## config.mk

```make
export PLATFORM = sky130hd
export DESIGN_NAME = serializer_tx_sched
export DESIGN_NICKNAME = d
export VERILOG_FILES = /design/src/rtl/serializer_tx_sched.sv
export SDC_FILE = /design/constraint.sdc
export NUM_CORES = 1
export LEC_CHECK = 0
export CAP_MARGIN = 20
export CORE_MARGIN = 5
export CORE_UTILIZATION = 37
export CTS_BUF_LIST = sky130_fd_sc_hd__clkbuf_8
export CTS_CLUSTER_SIZE = 14
export DETAILED_ROUTE_END_ITERATION = 12
export PLACE_DENSITY_LB_ADDON = 0.25
export SLEW_MARGIN = 5
export SYNTH_ARGS = -nofsm -noshare
export SYNTH_HDL_FRONTEND = slang
export SYNTH_SLANG_ARGS = --single-unit
```

## constraint.sdc

```tcl
create_clock -name clock_in -period 6.5 [get_ports clock_in]
set_input_delay 1.625 -clock clock_in [delete_from_list [all_inputs] [get_ports clock_in]]
set_output_delay 1.625 -clock clock_in [all_outputs]
set_load 0.03 [all_outputs]
```

## src/rtl/serializer_tx_sched.sv

```systemverilog
// Two-requester round-robin scheduler feeding a parallel-load serializer.
// Each loaded word occupies WIDTH cycles. Empty slots get SYNC_WORD filler or leave the block idle.
`timescale 1ns/1ps
module serializer_tx_sched #(
    parameter int               WIDTH     = 8,
    parameter int               LOG_WIDTH = 3,
    parameter logic [WIDTH-1:0] SYNC_WORD = 8'hBC
) (
    input  logic             clock_in,
    input  logic             reset_n,
    input  logic             sync_en,
    input  logic             req0_valid,
    input  logic [WIDTH-1:0] req0_data,
    input  logic             req1_valid,
    input  logic [WIDTH-1:0] req1_data,
    output logic             req0_ready,
    output logic             req1_ready,
    output logic             ser_load,
    output logic [WIDTH-1:0] ser_din,
    output logic             grant_id,
    output logic             is_sync,
    output logic             busy,
    output logic [15:0]      word_count
);

    typedef enum logic {ST_IDLE, ST_SHIFT} state_t;

    state_t                 r_state;
    logic [LOG_WIDTH-1:0]   r_cnt;
    logic                   r_last;      // 1 = req1 was granted last
    logic                   r_ser_load;
    logic [WIDTH-1:0]       r_ser_din;
    logic                   r_grant_id;
    logic                   r_is_sync;
    logic [15:0]            r_word_count;

    logic w_decide;
    logic w_any;
    logic w_gnt;
    logic w_take;

    assign w_decide = (r_state == ST_IDLE) || (r_cnt == '0);
    assign w_any    = req0_valid | req1_valid;
    // On contention the requester not granted last wins; a lone requester always wins.
    assign w_gnt    = (req0_valid & req1_valid) ? ~r_last : req1_valid;
    assign w_take   = w_decide & w_any;

    // NOTE: ready is combinational, so it is gated by reset_n directly; the
    // registered state alone would still present a decision cycle during reset.
    assign req0_ready = reset_n & w_take & ~w_gnt;
    assign req1_ready = reset_n & w_take &  w_gnt;

    always_ff @(posedge clock_in or negedge reset_n) begin
        if (!reset_n) begin
            r_state      <= ST_IDLE;
            r_cnt        <= '0;
            r_last       <= 1'b1;
            r_ser_load   <= 1'b0;
            r_ser_din    <= '0;
            r_grant_id   <= 1'b0;
            r_is_sync    <= 1'b0;
            r_word_count <= '0;
        end else begin
            // NOTE: default low makes ser_load a single-cycle pulse after each load.
            r_ser_load <= 1'b0;
            if (w_decide) begin
                if (w_any) begin
                    r_state      <= ST_SHIFT;
                    r_cnt        <= LOG_WIDTH'(WIDTH - 1);
                    r_ser_load   <= 1'b1;
                    r_ser_din    <= w_gnt ? req1_data : req0_data;
                    r_grant_id   <= w_gnt;
                    r_is_sync    <= 1'b0;
                    r_last       <= w_gnt;
                    r_word_count <= r_word_count + 16'd1;
                end else if (sync_en) begin
                    r_state    <= ST_SHIFT;
                    r_cnt      <= LOG_WIDTH'(WIDTH - 1);
                    r_ser_load <= 1'b1;
                    r_ser_din  <= SYNC_WORD;
                    r_is_sync  <= 1'b1;
                end else begin
                    r_state <= ST_IDLE;
                end
            end else begin
                r_cnt <= r_cnt - 1'b1;
            end
        end
    end

    assign ser_load   = r_ser_load;
    assign ser_din    = r_ser_din;
    assign grant_id   = r_grant_id;
    assign is_sync    = r_is_sync;
    assign busy       = (r_state == ST_SHIFT);
    assign word_count = r_word_count;

endmodule

```

# == After elaboration in Yosys (flattened, before gate mapping) ==
# Cells that the tools add are included.
# classes
addsub,2
eq_ne,1
mux,12
bitwise_logic,9
reduce_logical,5
# op_table
cell,count
8-bit two-way mux,3
16-bit by 1-bit adder with 16-bit output (second input constant),1
3-bit two-way mux,3
1-bit two-way mux,6
1-bit AND,5
2-bit AND reduction,2
3-bit logical NOT,1
3-bit by 2-bit inequality test with 1-bit output (second input constant),1
1-bit inverter,3
3-bit by 1-bit subtractor with 3-bit output (second input constant),1
2-bit nonzero test,1
1-bit logical OR,1
1-bit bitwise OR,1
# word_totals
regBits,32
input_bits,21
out_inout_bits,30
wordCells,37

# == Logic depth before layout (Yosys ltp) ==
# logic_depth
depth_word,5
ltp_mapped,9
mapped_depth_nobuf,8

# == Worst setup path after synthesis ==
# OpenSTA, ideal clock, no wires.
# synth_path
path_type,input-to-output
from,input port req1_valid
to,output port req0_ready
t_arrival_ns,2.482
slack_ns,2.393
stages,4
path_buffers,1
cell_sequence,nor2_1 nor2_1 clkbuf_1 and3_1
# synth_between
elab_chain_cells,4
# synth_rtl
element,line_no,rtl
start: declaration,14,"input logic req1_valid,"
1-bit bitwise OR or 1-bit AND (tied branches),"43, 45",
1-bit AND or 1-bit two-way mux (tied branches),"46, 45",
1-bit AND or 1-bit inverter (tied branches),50,assign req0_ready = reset_n & w_take & ~w_gnt;
1-bit AND (*),50,
end: declaration,16,"output logic req0_ready,"
# Mark *: on every way between the ends. The rest lies on a longest branch, timed or not.

# == Worst setup path in the final report ==
# layout_path
from,input port req0_valid
to,output port req0_ready
# layout_between
elab_chain_cells,4
# layout_rtl
element,line_no,rtl
start: declaration,12,"input logic req0_valid,"
1-bit bitwise OR or 1-bit AND (tied branches),"43, 45",
1-bit AND or 1-bit two-way mux (tied branches),"46, 45",
1-bit AND or 1-bit inverter (tied branches),50,
1-bit AND (*),50,
# Marks and branches as above.

==> results.sh <==
export IMPL_core_area_um2=3940
export IMPL_final_hold_viol_count=0
export IMPL_clockBufferDepth=2
export IMPL_drtIter0Drc=49
export IMPL_slowest_stage="clkdlybuf4s50_1"
export IMPL_gp_congestion=0.812
export IMPL_portBuffers=50
export IMPL_highest_layer="met4"
export IMPL_grt_pass1_vias=1185
export IMPL_critPathKind="primary input to primary output"
export IMPL_clk_pin_slew_ns=0.06
export IMPL_num_io_pins=51
export IMPL_numCtsBuffers=5
export IMPL_dp_slack_ns=1.41
export IMPL_dr_total_vias=1248
export IMPL_dieArea_um2=5400
export IMPL_ys_types=29
export IMPL_overflow=0
export IMPL_grt_usage_pct=14.0
export IMPL_period_share_pct=78.3
export IMPL_cts_resized=0
export IMPL_syn_inst=146
export IMPL_setup_ws_ns=1.41
export IMPL_synth_top_area_cell="dfrtp_1"
export IMPL_worst_pin_slew_ns=0.568
export IMPL_wl_per_cell_um=14.2
export IMPL_synth_area_um2=1490
export IMPL_synth_most_common_cell="dfrtp_1"
export IMPL_max_slew_margin_rel_pct=61.8
export IMPL_synthTopCellsByCount="dfrtp_1 (31), nand2_1 (30), nor2_1 (13)"
export IMPL_postSynthNetCount=170
export IMPL_hpwl_mm=2.82
export IMPL_synth_edf_count=0
export IMPL_diodes=0
export IMPL_arrival_ns=3.46
export IMPL_synthTopCellsByArea="dfrtp_1 (52%), nand2_1 (7.5%), xnor2_1 (5.3%), xor2_1 (3.5%), nor2_1 (3.3%)"
export IMPL_fin_util_pct=54.1
export IMPL_drc=0
export IMPL_wl_met3_um=160
export IMPL_crit_path_end_kind="primary output"
export IMPL_async_flop_share_pct=100
export IMPL_path_buf_inv=2
export IMPL_fin_nets=225
export IMPL_clock_skew_ns=0.00333
export IMPL_insertion_delay_ns=0.28
export IMPL_fmax_mhz=197
export IMPL_drt_met1_wl_mm=1.45
export IMPL_clock_sinks=32
export IMPL_critical_path_top_delay_family="buffers and inverters"
export IMPL_reg2reg_slack_ns=4.52
export IMPL_ir_worst_vdd_mv=0.174
export IMPL_min_period_ns=5.09
export IMPL_tns_ns=0
export IMPL_setup_violations=0
export IMPL_antenna_found_initial=0
export IMPL_hold_class="flop to flop"
export IMPL_routed_wl_mm=3.57
export IMPL_ant_nets=0
export IMPL_fin_area_um2=2130
export IMPL_syn2layout_area_growth_pct=42.8
export IMPL_route_met2_wl_mm=1.87
export IMPL_h_tree_depth=2
export IMPL_die_width_um=73.5
export IMPL_worstSetupStartpointType="primary input"
export IMPL_p_total_mw=0.793
export IMPL_cts_hold_buffers_added=0
export IMPL_yosysWarnings=0
export IMPL_drv_cap=0
export IMPL_slowest_delay_ns=0.67
export IMPL_postPlaceCellArea_um2=2040
export IMPL_post_cts_buffers=0
export IMPL_grt_max_degree=35
export IMPL_synth_ff_type="dfrtp_1"
export IMPL_status="complete, no violations"
export IMPL_syn_area_per_cell_um2=10.2
export IMPL_start_util_pct=37.9
export IMPL_leakage_nw=0.990
export IMPL_rsz0062_at_grt="false"
export IMPL_via_per_inst=4.95
export IMPL_grt_pass1_wl_mm=5.77
export IMPL_root_buffer="clkbuf_8"
export IMPL_synth_yosys_seq_area_share_pct=53.7
export IMPL_num_rows=23
export IMPL_drt_pass1_iterations=4
export IMPL_drv_slew=0
export IMPL_yosys_area_top_type_share_pct=52.0
export IMPL_crit_chain="clkdlybuf4s50_1, nand2_1, nand2_1, and3_1, clkdlybuf4s50_1"
export IMPL_tritoncts="yes"
export IMPL_cp_required_ns=4.88
export IMPL_ys_seq_elements=32
export IMPL_powerDensity_nw_per_um2=372
export IMPL_crit_fanout=10
export IMPL_drive_gt1_share_pct=7.92
export IMPL_die_h_um=73.5
==> layout by cell type, fill, tap and decap left out, types with 5 or more instances in the layout <==
master,n
clkdlybuf4s50_1,50
dfrtp_1,31
nand2_1,30
nor2_1,13
xnor2_1,9
and3_1,6
xor2_1,6
a31oi_1,6
clkbuf_8,6
nand4_1,5
==> cells by family after synthesis <==
logic type	count (synthesis)	share of synthesized area, %
and+or+nand+nor	70	24.3
xor gates and xnor gates	15	8.80
muxes	3	2.01
buffers and inverters	8	3.10
AOI/OAI and AO/OA	15	5.53
DFF	32	53.7
adders and majority gates	3	2.51
==> per-stage QoR <==
stage | std cells | hold WS, ns
final | 252 | 0.468
after CTS | 252 | 0.477
after global routing | 252 | 0.487
after detailed placement | 244 | 0.464
after floorplan | 146 | 0.440
after global placement | 244 | 0.458
==> worst register-to-register path: stages (launching register included) <==
cell and delay (ns):
dfrtp_1 0.40, inv_1 0.07, ha_1 0.14, ha_1 0.20
nor2b_4 0.08, or4b_4 0.63, nor3_4 0.21, xor2_1 0.17
==> report_power, final <==
| group | switching (mW) | internal (mW) |
|---|---|---|
| Sequential | 0.0451 | 0.259 |
| Combinational | 0.195 | 0.140 |
| Clock | 0.0692 | 0.0843 |
| Total | 0.309 | 0.484 |
==> metal layers <==
layer  track usage, %  up-vias
met4             5.63        0
met5                0        -
met2             24.0       29
met3             4.51        9
met1             16.0      611
li1                 -      599
==> final cells by class <==
type | instances | area (um^2)
Fill cell | 345 | 1810
Sequential cell | 32 | 802
Multi-Input combinational cell | 106 | 644
Timing Repair Buffer | 52 | 515
Clock buffer | 6 | 82.6
Tap cell | 50 | 62.6
Inverter | 4 | 15.0
Clock inverter | 2 | 10.0
==> state kept, by name (all words and copies together), names as in the netlist <==
name and flops:
ser_din 8, is_sync 1, r_cnt 3, r_last 1, ser_load 1, grant_id 1
word_count 16, busy 1
==> final timing paths <==
check,depth (start not counted),from,end
min,1,word_count[15],word_count[15]
max in group asynchronous,2,reset_n,r_last
min in group asynchronous,2,reset_n,busy
min reg2reg,1,word_count[15],word_count[15]
max reg2reg,7,r_cnt[0],word_count[12]
max,5,req0_valid,req0_ready
Power figures use the tool's default switching activity.
==> patch: new RTL, config.mk and constraints unchanged <==
Set the parameter `WIDTH` to 10 (it was 8).
--- a/src/rtl/serializer_tx_sched.sv
+++ b/src/rtl/serializer_tx_sched.sv
@@ -3,5 +3,5 @@
 `timescale 1ns/1ps
 module serializer_tx_sched #(
-    parameter int               WIDTH     = 8,
+    parameter int               WIDTH     = 10,
     parameter int               LOG_WIDTH = 3,
     parameter logic [WIDTH-1:0] SYNC_WORD = 8'hBC
Ports: changed (resized req0_data, req1_data and ser_din); port bits go from 51 to 57. The function was not compared with the original's and may differ.
==> patch against the original RTL <==
  * Routed wire length rose by 1.6%
  * Worst setup slack got worse by 0.16 ns
  * Hold slack better by 0.011 ns
  * Non-clock buffer count is 6 higher
  * Core utilization rose by 3.0 points
  * Total power rose by 25%
  * Sequential cell count increased by 2
  * Synthesized area increased by 3.8%
  * Final area up 7.8%
  * Largest cell class unchanged
  * Largest power group unchanged
  * Highest routed layer unchanged
==> patch: results <==
export IMPL_seq_area_um2=852
export IMPL_worst_r2r_cell_count=6
export IMPL_nonClkBufAreaFrac_pct=25.0
export IMPL_worst_hold_slack_ns=0.480
export IMPL_grt_use_total_pct=13.7
export IMPL_internal_power_mw=0.620
export IMPL_grt_start_max_net_pins=22
export IMPL_yosys_top_cells_area="dfrtp_1, xnor2_1, nand2_1"
export IMPL_layout_drive_gt1_share_pct=10.3
export IMPL_port_buffers=56
export IMPL_grt_pass1_wl_um=5920
export IMPL_multiInputGateArea_um2=659
export IMPL_core_area_um2=4030
export IMPL_dr_wl_met2_um=1900
export IMPL_dpl_instance_area_um2=2160
export IMPL_synth_adder_area_share_pct=2.42
export IMPL_vias=1284
export IMPL_gr_usage_met2_pct=22.7
export IMPL_grtUsageMet1_pct=17.5
export IMPL_worst_slew_pin_transition_ns=0.571
export IMPL_r2r_end="word_count[9]"
export IMPL_synthMuxAreaShare_pct=4.93
export IMPL_synthDistinctLibCells=32
export IMPL_status="finished clean"
export IMPL_synth_compound_area_share_pct=8.16
export IMPL_drt_iter0_markers=72
==> patch: cell count changes after synthesis, sizes merged, moves of 3 or more <==
cell	change
xor2	-4
nor2	-5
nand2	-8
nor3	-6
xnor2	+5
nand4	+3
==> patch: power by group through the flow <==
stage | clock [mW] | combinational (mW) | sequential (mW)
CTS | 0.233 | 0.438 | 0.330
detailed placement | 0 | 0.437 | 0.333
floorplan | 0 | 0.167 | 0.430
global placement | 0 | 0.430 | 0.332
global route | 0.243 | 0.469 | 0.340
finish | 0.231 | 0.431 | 0.330
==> patch: through the flow <==
step / worst slack (ns) / std cells / power, mW / utilization, %
after floorplan: 2.53 / 142 / 0.597 / -
after CTS: 1.26 / 254 / 1.00 / 57.0
after detailed placement: 1.27 / 246 / 0.770 / 53.6
final: 1.26 / 254 / 0.992 / 57.0
after global routing: 1.12 / 254 / 1.05 / 57.0
after global placement: 1.31 / 246 / 0.762 / 53.6
